==> src/rtl/inst_prefetch_buffer_pkg.sv <==
`default_nettype none
// ============================================================================
// Module   : inst_prefetch_buffer_pkg
// Purpose  : Shared types and constants for the instruction prefetch buffer:
//            one-hot fetch FSM encoding, reset PC default, instruction width
//            and a word-alignment helper.
// Ports    : none (package)
// Revision : 1.0 - initial release
// ============================================================================
package inst_prefetch_buffer_pkg;

    localparam int          INST_W           = 32;
    localparam logic [31:0] RESET_PC_DEFAULT = 32'h0000_0000;

    // One-hot so each state decodes from a single flop.
    typedef enum logic [2:0] {
        ST_IDLE     = 3'b001,
        ST_REQ      = 3'b010,
        ST_WAIT_RSP = 3'b100
    } pf_state_e;

    // Instructions are 4-byte aligned; low address bits are discarded.
    function automatic logic [31:0] align4(input logic [31:0] a);
        return {a[31:2], 2'b00};
    endfunction

endpackage
`default_nettype wire

==> src/rtl/inst_prefetch_buffer_fetch_fifo.sv <==
`default_nettype none
// ============================================================================
// Module   : inst_prefetch_buffer_fetch_fifo
// Purpose  : Synchronous FIFO holding {pc, instruction} pairs between the
//            I-cache response path and the decode stage. Flush empties the
//            queue in one cycle and takes priority over push and pop.
// Ports    : clk, rst          - clock, synchronous active-high reset
//            push_i/push_data_i - write an entry (ignored when full)
//            pop_i             - remove the head entry (ignored when empty)
//            flush_i           - discard all entries
//            count_o           - number of valid entries (0..DEPTH)
//            head_o            - data at the head of the queue
//            full_o/empty_o    - occupancy flags
// Revision : 1.0 - initial release
// ============================================================================
module inst_prefetch_buffer_fetch_fifo #(
    parameter int DEPTH = 4,
    parameter int PTR_W = 2,
    parameter int WIDTH = 64
) (
    input  logic             clk,
    input  logic             rst,
    input  logic             push_i,
    input  logic [WIDTH-1:0] push_data_i,
    input  logic             pop_i,
    input  logic             flush_i,
    output logic [PTR_W:0]   count_o,
    output logic [WIDTH-1:0] head_o,
    output logic             full_o,
    output logic             empty_o
);

    logic [WIDTH-1:0] mem_q [DEPTH];
    logic [PTR_W-1:0] rd_ptr_q;
    logic [PTR_W-1:0] wr_ptr_q;
    logic [PTR_W:0]   count_q;

    logic do_push;
    logic do_pop;

    assign full_o  = (count_q == (PTR_W+1)'(DEPTH));
    assign empty_o = (count_q == '0);
    assign count_o = count_q;
    assign head_o  = mem_q[rd_ptr_q];

    assign do_push = push_i && !full_o  && !flush_i;
    assign do_pop  = pop_i  && !empty_o && !flush_i;

    // Pointers are PTR_W bits wide, so they wrap modulo DEPTH on their own.
    always_ff @(posedge clk) begin
        if (rst || flush_i) begin
            rd_ptr_q <= '0;
            wr_ptr_q <= '0;
            count_q  <= '0;
        end else begin
            if (do_push) begin
                wr_ptr_q <= wr_ptr_q + PTR_W'(1);
            end
            if (do_pop) begin
                rd_ptr_q <= rd_ptr_q + PTR_W'(1);
            end
            count_q <= count_q + (PTR_W+1)'(do_push) - (PTR_W+1)'(do_pop);
        end
    end

    // Storage needs no reset: entries are only read behind a valid count.
    always_ff @(posedge clk) begin
        if (do_push) begin
            mem_q[wr_ptr_q] <= push_data_i;
        end
    end

endmodule
`default_nettype wire

==> src/rtl/inst_prefetch_buffer.sv <==
`default_nettype none
// ============================================================================
// Module   : inst_prefetch_buffer
// Purpose  : Walks a sequential PC, issues one I-cache request at a time and
//            queues returned {pc, instruction} pairs for the decode stage.
//            A redirect flushes the queue, drops any in-flight response and
//            restarts fetch at the new PC.
// Ports    : clk, rst                     - clock, sync active-high reset
//            redirect_valid/redirect_pc   - flush and restart fetch
//            inst_valid/inst_data/inst_pc - FIFO head to decode
//            inst_ready                   - decode accepts the head
//            to_icache_inst_req_valid/addr, from_icache_inst_req_ready
//                                         - request channel to I-cache
//            from_icache_rsp_valid/data, to_icache_rsp_ready
//                                         - response channel from I-cache
// Revision : 1.0 - initial release
// ============================================================================
module inst_prefetch_buffer
    import inst_prefetch_buffer_pkg::*;
#(
    parameter logic [31:0] RESET_PC = RESET_PC_DEFAULT,
    parameter int          DEPTH    = 4,
    parameter int          PTR_W    = 2
) (
    input  logic              clk,
    input  logic              rst,
    input  logic              redirect_valid,
    input  logic [31:0]       redirect_pc,
    output logic              inst_valid,
    output logic [INST_W-1:0] inst_data,
    output logic [31:0]       inst_pc,
    input  logic              inst_ready,
    output logic              to_icache_inst_req_valid,
    output logic [31:0]       to_icache_inst_req_addr,
    input  logic              from_icache_inst_req_ready,
    input  logic              from_icache_rsp_valid,
    input  logic [INST_W-1:0] from_icache_rsp_data,
    output logic              to_icache_rsp_ready
);

    pf_state_e   state_q;
    logic [31:0] fetch_pc_q;
    logic [31:0] req_pc_q;
    logic        drop_q;

    logic [PTR_W:0]       fifo_count;
    logic [32+INST_W-1:0] fifo_head;
    logic                 fifo_full;
    logic                 fifo_empty;

    logic req_hs;
    logic rsp_hs;
    logic push;
    logic pop;

    // Only one request is ever outstanding, so a request is issued only when
    // a slot is guaranteed for its response.
    assign to_icache_inst_req_valid = (state_q == ST_REQ)
                                   && (fifo_count < (PTR_W+1)'(DEPTH))
                                   && !redirect_valid;
    assign to_icache_rsp_ready      = (state_q == ST_WAIT_RSP);

    // The I-cache decodes the address combinationally during lookup and
    // refill, so it is held at req_pc until the response handshake.
    always_comb begin
        to_icache_inst_req_addr = 32'h0;
        case (state_q)
            ST_REQ:      to_icache_inst_req_addr = fetch_pc_q;
            ST_WAIT_RSP: to_icache_inst_req_addr = req_pc_q;
            default:     to_icache_inst_req_addr = 32'h0;
        endcase
    end

    assign req_hs = to_icache_inst_req_valid && from_icache_inst_req_ready;
    assign rsp_hs = from_icache_rsp_valid && to_icache_rsp_ready;

    // The full term never fires by construction; it keeps an overflow
    // impossible even if the I-cache misbehaves.
    assign push = rsp_hs && !drop_q && !redirect_valid && !fifo_full;

    assign inst_valid = !fifo_empty && !redirect_valid;
    assign pop        = inst_valid && inst_ready;
    assign inst_pc    = fifo_head[32+INST_W-1:INST_W];
    assign inst_data  = fifo_head[INST_W-1:0];

    inst_prefetch_buffer_fetch_fifo #(
        .DEPTH (DEPTH),
        .PTR_W (PTR_W),
        .WIDTH (32 + INST_W)
    ) u_fetch_fifo (
        .clk         (clk),
        .rst         (rst),
        .push_i      (push),
        .push_data_i ({req_pc_q, from_icache_rsp_data}),
        .pop_i       (pop),
        .flush_i     (redirect_valid),
        .count_o     (fifo_count),
        .head_o      (fifo_head),
        .full_o      (fifo_full),
        .empty_o     (fifo_empty)
    );

    always_ff @(posedge clk) begin
        if (rst) begin
            state_q    <= ST_IDLE;
            fetch_pc_q <= RESET_PC;
            req_pc_q   <= 32'h0;
            drop_q     <= 1'b0;
        end else begin
            case (state_q)
                ST_IDLE: begin
                    state_q <= ST_REQ;
                end
                ST_REQ: begin
                    // No request can handshake during a redirect cycle.
                    if (req_hs) begin
                        req_pc_q <= fetch_pc_q;
                        state_q  <= ST_WAIT_RSP;
                    end
                end
                ST_WAIT_RSP: begin
                    if (rsp_hs) begin
                        drop_q  <= 1'b0;
                        state_q <= ST_REQ;
                        if (!drop_q && !redirect_valid) begin
                            fetch_pc_q <= req_pc_q + 32'd4;
                        end
                    end else if (redirect_valid) begin
                        // The response for the old path is still coming;
                        // swallow it when it arrives.
                        drop_q <= 1'b1;
                    end
                end
                default: begin
                    state_q <= ST_IDLE;
                end
            endcase

            // Redirect wins over the sequential increment above.
            if (redirect_valid) begin
                fetch_pc_q <= align4(redirect_pc);
            end
        end
    end

endmodule
`default_nettype wire
==> config.mk <==
export PLATFORM = sky130hd
export DESIGN_NAME = inst_prefetch_buffer
export DESIGN_NICKNAME = d
export VERILOG_FILES = /design/src/rtl/inst_prefetch_buffer_pkg.sv /design/src/rtl/inst_prefetch_buffer_fetch_fifo.sv /design/src/rtl/inst_prefetch_buffer.sv
export SDC_FILE = /design/constraint.sdc
export NUM_CORES = 1
export LEC_CHECK = 0
export ABC_AREA = 1
export CORE_MARGIN = 2
export CORE_UTILIZATION = 35
export DETAILED_ROUTE_END_ITERATION = 8
export GPL_TIMING_DRIVEN = 0
export HOLD_SLACK_MARGIN = 0.06
export PLACE_DENSITY_LB_ADDON = 0.08
export SETUP_SLACK_MARGIN = 0.4
export SYNTH_ARGS = -nofsm -noshare
export SYNTH_HDL_FRONTEND = slang
export SYNTH_SLANG_ARGS = --single-unit
==> constraint.sdc <==
create_clock -name clk -period 13.4 [get_ports clk]
set_input_delay 2.68 -clock clk [delete_from_list [all_inputs] [get_ports clk]]
set_output_delay 2.68 -clock clk [all_outputs]
set_load 0.005 [all_outputs]
======== After elaboration in Yosys (flattened, before gate mapping) ========
Memories as Yosys holds them, arrays and structs flattened. A register that Yosys moved wholly into a read port is not among the register bits.
Cells that the tools add are included.
storage, ports and cells
  output and inout bits ................... 99
  memories ................................ 1
  word-level logic and storage cells ...... 64
  bits of input ports ..................... 70
  register bits after elaboration ......... 75
  bits in writable memories ............... 256
memories
  memory              words  bits a word  rd ports  clocked after Yosys merged registers in  wr ports  line                                   text
  u_fetch_fifo.mem_q  4      64           1         1                                        1         inst_prefetch_buffer_fetch_fifo.sv:33  logic [WIDTH-1:0] mem_q [DEPTH];
cells by class
  reductions and logical operators ........ 29
  equal/unequal tests ..................... 6
  mux-type cells .......................... 14
  $add $sub $neg .......................... 5
  magnitude comparators ................... 1
operator list
  kind                                                   number
  2-to-1 mux 32 bit                                      4
  case mux 32 bit (2 select lines)                       1
  adder 32 x 3 -> 32 bit, second input constant          1
  logical AND 1 bit                                      14
  case mux 3 bit (3 select lines)                        1
  == test 3 bit, second input constant                   2
  2-to-1 mux 3 bit                                       2
  AND reduction 2 bit                                    3
  AND reduction 3 bit                                    2
  nonzero test 2 bit                                     3
  adder 2 x 1 -> 2 bit, second input constant            2
  zero test 1 bit                                        4
  2-to-1 mux 1 bit                                       4
  2-to-1 mux 2 bit                                       2
  adder 3 x 1 -> 3 bit                                   1
  == test 3 x 1 -> 1 bit, second input constant          1
  == test 3 x 2 -> 1 bit, second input constant          1
  zero test 3 bit                                        1
  < comparator 3 bit, second input constant              1
  subtractor 3 x 1 -> 3 bit                              1
  inequality test 2 x 1 -> 1 bit, second input constant  1
  inequality test 2 bit, second input constant           1
  OR reduction 2 bit                                     1
  logical OR 1 bit                                       1

======== Logic depth before layout (Yosys ltp) ========
  depth after elaboration ................. 9
  depth in mapped cells ................... 12
  depth with buffers taken out ............ 12

======== Hierarchy ========
A second synthesis with hierarchy kept.
second synthesis, totals
  cells, all modules ...................... 1296
  area total of the unflattened synthesis .. 13952.1 µm²
modules (own cells, without submodules)
  module                           area each (µm²)  times used  seq. area each (µm²)  cells an instance
  inst_prefetch_buffer_fetch_fifo  9993.3           1           7867.5                691
  inst_prefetch_buffer             3958.8           1           1361.3                605

======== Least setup slack after synthesis ========
No wires, ideal clock.
  path type ............................... input to register
  from .................................... input port redirect_valid
  to ...................................... memory u_fetch_fifo.mem_q[0][0], enable pin
  cell stages on the path ................. 6
  path buffers ............................ 1
  arrival time ............................ 5.949 ns
  setup slack ............................. 6.964 ns
  setup time .............................. 0.486 ns
  required time ........................... 12.914 ns
  cells stage by stage .................... buf_2 > nor2_1 > nand2_2 > inv_2 > nand2_2 > nor2_1
on the way
  cells in the longest elaborated chain, start to end .. 7
RTL lines
  element                                   line                                                               text
  start, declared                           inst_prefetch_buffer.sv:27                                         input logic redirect_valid,
  zero test 1 bit *                         inst_prefetch_buffer_fetch_fifo.sv:46, inst_prefetch_buffer.sv:79
  logical AND 1 bit (2 in series)           inst_prefetch_buffer.sv:79                                         assign push = rsp_hs && !drop_q && !redirect_valid && !fifo_full;
  logical AND 1 bit                         inst_prefetch_buffer_fetch_fifo.sv:46                              assign do_push = push_i && !full_o && !flush_i;
  logical AND 1 bit *                       inst_prefetch_buffer_fetch_fifo.sv:46
  2-to-1 mux 1 bit *                        inst_prefetch_buffer_fetch_fifo.sv:68                              if (do_push) begin
  2-to-1 mux 1 bit (not written as such) *  inst_prefetch_buffer_fetch_fifo.sv:69                              mem_q[wr_ptr_q] <= push_data_i;
  end, declared                             inst_prefetch_buffer_fetch_fifo.sv:33
Every way passes the cells marked *; elsewhere a longest branch is shown, timed or not.

======== Worst setup path after layout ========
  from .................................... input port redirect_valid
  to ...................................... output port inst_valid
on the way
  cells in the longest elaborated chain, start to end .. 2
RTL lines
  element            line                        text
  zero test 1 bit    inst_prefetch_buffer.sv:81  assign inst_valid = !fifo_empty && !redirect_valid;
  logical AND 1 bit  inst_prefetch_buffer.sv:81
  end, declared      inst_prefetch_buffer.sv:29  output logic inst_valid,
Every way passes these cells.

==> impl_summary.md <==
Status
The run finished with clean final reports.

Finish
The commonest non-fill, non-tap cell in the layout is sky130_fd_sc_hd__edfxtp_1. The area added between synthesis and finish is 28.0%. The final core utilization is 0.452. The number of nets in the layout is between 1.5k and 2k. In the layout the commonest cells are sky130_fd_sc_hd__edfxtp_1, sky130_fd_sc_hd__o21ai_0, sky130_fd_sc_hd__nor2_1, sky130_fd_sc_hd__clkdlybuf4s50_1, sky130_fd_sc_hd__nand2_1. The number of antenna diodes in the final layout is 0. The fraction of layout instances using a drive strength above 1 is 0.0602.

Floorplan
The initial core utilization is 0.354. The die span in x is approximately 200 um. The floorplan has 72 rows. around 170 I/O pins were placed. The floorplan step defined a die boundary enclosing 0.0405 mm^2. Measured along the y axis, the die boundary spans ~200 um. The floorplan step defined a core boundary enclosing approximately 0.039 mm^2.

GRT
Entering global routing, the biggest net connects 28 pins. The global-route wire length before repair is approximately 60000 um. The number of global-route vias before repair was roughly 10k. The initial antenna violation count is 1. Across every metal layer, demand over resource in global routing totals 0.193. The total global routing overflow is 0.

CTS
The tree is rooted in a sky130_fd_sc_hd__clkbuf_16. TritonCTS created 39 clock buffers. The clock latency on the worst-skew pair is roughly 0.52 ns. The number of setup buffers added after CTS is 0. CTS built an H-tree with a depth of 2. Counting along the longest clock path gives a buffer depth of 3.

TritonCTS built the clock tree. For this design, the CTS-stage hold fixing added 0 buffers. Counting every sink on the clock net gives approximately 330. The number of gates resized after CTS is 0.

Clock-pin slew was measured on the worst setup and hold paths at around 0.06 ns.

Route
Wires add up to 39800 um. Across all layers, the routed design uses slightly above 10k vias. The DRC violation total after the first TritonRoute iteration is ~580. The number of iterations in the first detailed-routing pass is 5.

In this run the remaining antenna-violating nets after routing total 0. The routed via count divided by cell count is 4.94. The post-detailed-route DRC marker count is 0.

The post-detailed-route wirelength per cell is just under 20 um.

Worst setup path
The longest individual stage delay on the worst path is approximately 0.54 ns. STA classifies the critical path startpoint as an input port. The highest-delay cell along the critical path is sky130_fd_sc_hd__clkdlybuf4s50_1. The endpoint of the worst register-to-register path is u_fetch_fifo.mem_q[1][28]$_DFFE_PP_. Walking the worst path, the cells encountered are clkdlybuf4s50_1 > buf_2 > buf_1 > a31oi_1 > clkdlybuf4s50_1.

For the worst flop-to-flop path, the logic depth is 8. The endpoint kind of the worst setup timing path is an output pin. At the worst endpoint, the required time is ~11 ns. In this run the critical register-to-register path is launched from state_q[1]$_SDFFE_PP0P_.

The peak fanout along the critical path is 10. The setup path with the least slack is of type input port to output pin. The arrival time reported for the critical path endpoint is around 4.5 ns. Among the stages of the critical path, the cell type that occurs most often is sky130_fd_sc_hd__clkdlybuf4s50_1. In this run the register-to-register setup slack is ~11 ns.

Timing
Setup repair after global routing left no endpoint under its margin. Setup violations remaining at the end of the flow were counted as 0. Timing would allow up to about 0.14 GHz. The transition time at the pin with the least slew margin is 0.828 ns. The least setup slack across all paths after layout is 6.24 ns. Clock skew on the completed layout was measured at between 0.01 and 0.015 ns.

The clock period could shrink to 7.16 ns. Final hold analysis gives a worst-case slack of ~0.5 ns. The number of failing hold endpoints at the final stage was 0. In the final timing run, aggregate negative setup slack is 0 ns. The max-slew violation count is 0. The tightest slew margin relative to the limit is 0.447. The final cycle utilization of the critical path is 0.535.

Yosys
The sequential element share of the synthesized area is 0.677. The post-synthesis area per instance is around 11 um^2. The post-synthesis net count is ~1.4k. After synthesis the cells add up to 0.0136 mm^2. The distinct cell type count after synthesis is 32. The register bit total from synthesis is roughly 330. The post-synthesis cell count is 1283. Yosys printed 0 warnings.

Worst hold path
The path class of the tightest hold or removal check is flop to flop. The number of instances on the worst hold path is 2. The worst hold path begins at fetch_pc_q[0]$_SDFFE_PP0P_. The path with the worst hold slack has its endpoint at fetch_pc_q[0]$_SDFFE_PP0P_.

Power and ir drop
The static leakage is 5.89 nW. The maximum VDD drop is between 0.07 and 0.08 mV. The power density over the cells is between 100 and 150 mW/mm^2.

Place
The placer's final routability congestion estimate is between 0.9 and 1. After legalization and detailed placement, the total HPWL measured roughly 28000 um. The pre-CTS setup slack is 6.21 ns. The number of I/O port buffers is 166.

Run
The number of maximum-capacitance violations is 0.
report_power, final:
part	switching (mW)	total [mW]	internal (mW)	leakage, nW
combinational	0.0380	0.0714	0.0334	2.29
clock	0.401	1.06	0.654	0.615
sequential	0.0103	1.13	1.12	2.98
layout make-up:
cell class                      instances  area (um^2)
Fill cell                            3697        21100
Sequential cell                       333         9230
Multi-Input combinational cell        765         3700
Timing Repair Buffer                  175         1860
Clock buffer                           53         1070
Tap cell                              518          648
Inverter                              116          435
Buffer                                 69          300
Clock inverter                         16          200
synth_stat cells:
cell / number / area share
sky130_fd_sc_hd__a211oi_1: 1 / 0.00055
sky130_fd_sc_hd__a21oi_1: 70 / 0.026
sky130_fd_sc_hd__a31oi_1: 7 / 0.0032
sky130_fd_sc_hd__buf_1: 2 / 0.00055
sky130_fd_sc_hd__buf_2: 9 / 0.0033
sky130_fd_sc_hd__buf_4: 4 / 0.0022
sky130_fd_sc_hd__buf_6: 2 / 0.0017
sky130_fd_sc_hd__clkbuf_1: 52 / 0.014
sky130_fd_sc_hd__clkinv_1: 1 / 0.00028
sky130_fd_sc_hd__dfxtp_1: 77 / 0.11
sky130_fd_sc_hd__edfxtp_1: 256 / 0.56
sky130_fd_sc_hd__fa_1: 1 / 0.0015
sky130_fd_sc_hd__ha_1: 7 / 0.0064
sky130_fd_sc_hd__inv_1: 112 / 0.031
sky130_fd_sc_hd__inv_2: 3 / 0.00083
sky130_fd_sc_hd__nand2_1: 133 / 0.037
sky130_fd_sc_hd__nand2_2: 6 / 0.0028
sky130_fd_sc_hd__nand3_1: 39 / 0.014
sky130_fd_sc_hd__nand3b_1: 1 / 0.00055
sky130_fd_sc_hd__nand4_1: 3 / 0.0014
sky130_fd_sc_hd__nor2_1: 190 / 0.052
sky130_fd_sc_hd__nor2_2: 2 / 0.00092
sky130_fd_sc_hd__nor2_4: 1 / 0.00083
sky130_fd_sc_hd__nor3_4: 1 / 0.0012
sky130_fd_sc_hd__nor3b_1: 1 / 0.00055
sky130_fd_sc_hd__o211ai_1: 1 / 0.00055
sky130_fd_sc_hd__o21a_1: 1 / 0.00055
sky130_fd_sc_hd__o21ai_0: 197 / 0.072
sky130_fd_sc_hd__o21ai_1: 13 / 0.0048
sky130_fd_sc_hd__o22ai_1: 86 / 0.039
sky130_fd_sc_hd__xnor2_1: 1 / 0.00064
sky130_fd_sc_hd__xor2_1: 3 / 0.0019
flip-flops by register name, summed over array words and instances, names as in the netlist, named ones only:
register,flops
u_fetch_fifo.count_o,3
u_fetch_fifo.wr_ptr_q,2
state_q,3
req_pc_q,32
drop_q,1
fetch_pc_q,32
u_fetch_fifo.rd_ptr_q,2
u_fetch_fifo.mem_q,256
per-stage QoR:
stage | std cells | cell area (um^2) | total power, mW
3_5_place_dp | 1976 | 16200 | 1.22
6_report | 2045 | 17400 | 2.25
4_1_cts | 2045 | 17400 | 2.27
2_1_floorplan | 1283 | 13600 | 1.18
5_1_grt | 2045 | 17400 | 2.32
3_3_place_gp | 1967 | 15900 | 1.22
worst max-delay path: cells and delay by family:
kind | cells | cell delay (ns)
buffers and inverters | 4 | 1.70
AOI/OAI and AO/OA | 1 | 0.10
worst max path at each step:
stage,cells past startpoint,end,start
after floorplan,6,u_fetch_fifo.mem_q[0][0]$_DFFE_PP_,redirect_valid
after global placement,7,u_fetch_fifo.mem_q[0][28]$_DFFE_PP_,redirect_valid
after detailed placement,5,inst_valid,redirect_valid
after CTS,5,inst_valid,redirect_valid
after global routing,5,inst_valid,redirect_valid
final,5,inst_valid,redirect_valid
per-layer routing:
metal | up-vias | part of all wire | track usage
met3 | 74 | 0.048 | 0.0296
li1 | 4948 | - | -
met2 | 291 | 0.47 | 0.317
met4 | 0 | 0.030 | 0.0622
met5 | - | 0 | 0
met1 | 4784 | 0.45 | 0.263
cell families after synthesis:
kind of cell | share of synthesized area
XOR/XNOR | 0.00257
AND/OR/NAND/NOR | 0.111
buffers and inverters | 0.0540
adder cells (fa/ha/maj) | 0.00789
flip-flops | 0.677
AO/OA/AOI/OAI | 0.147
(Power assumes the default switching activity.)
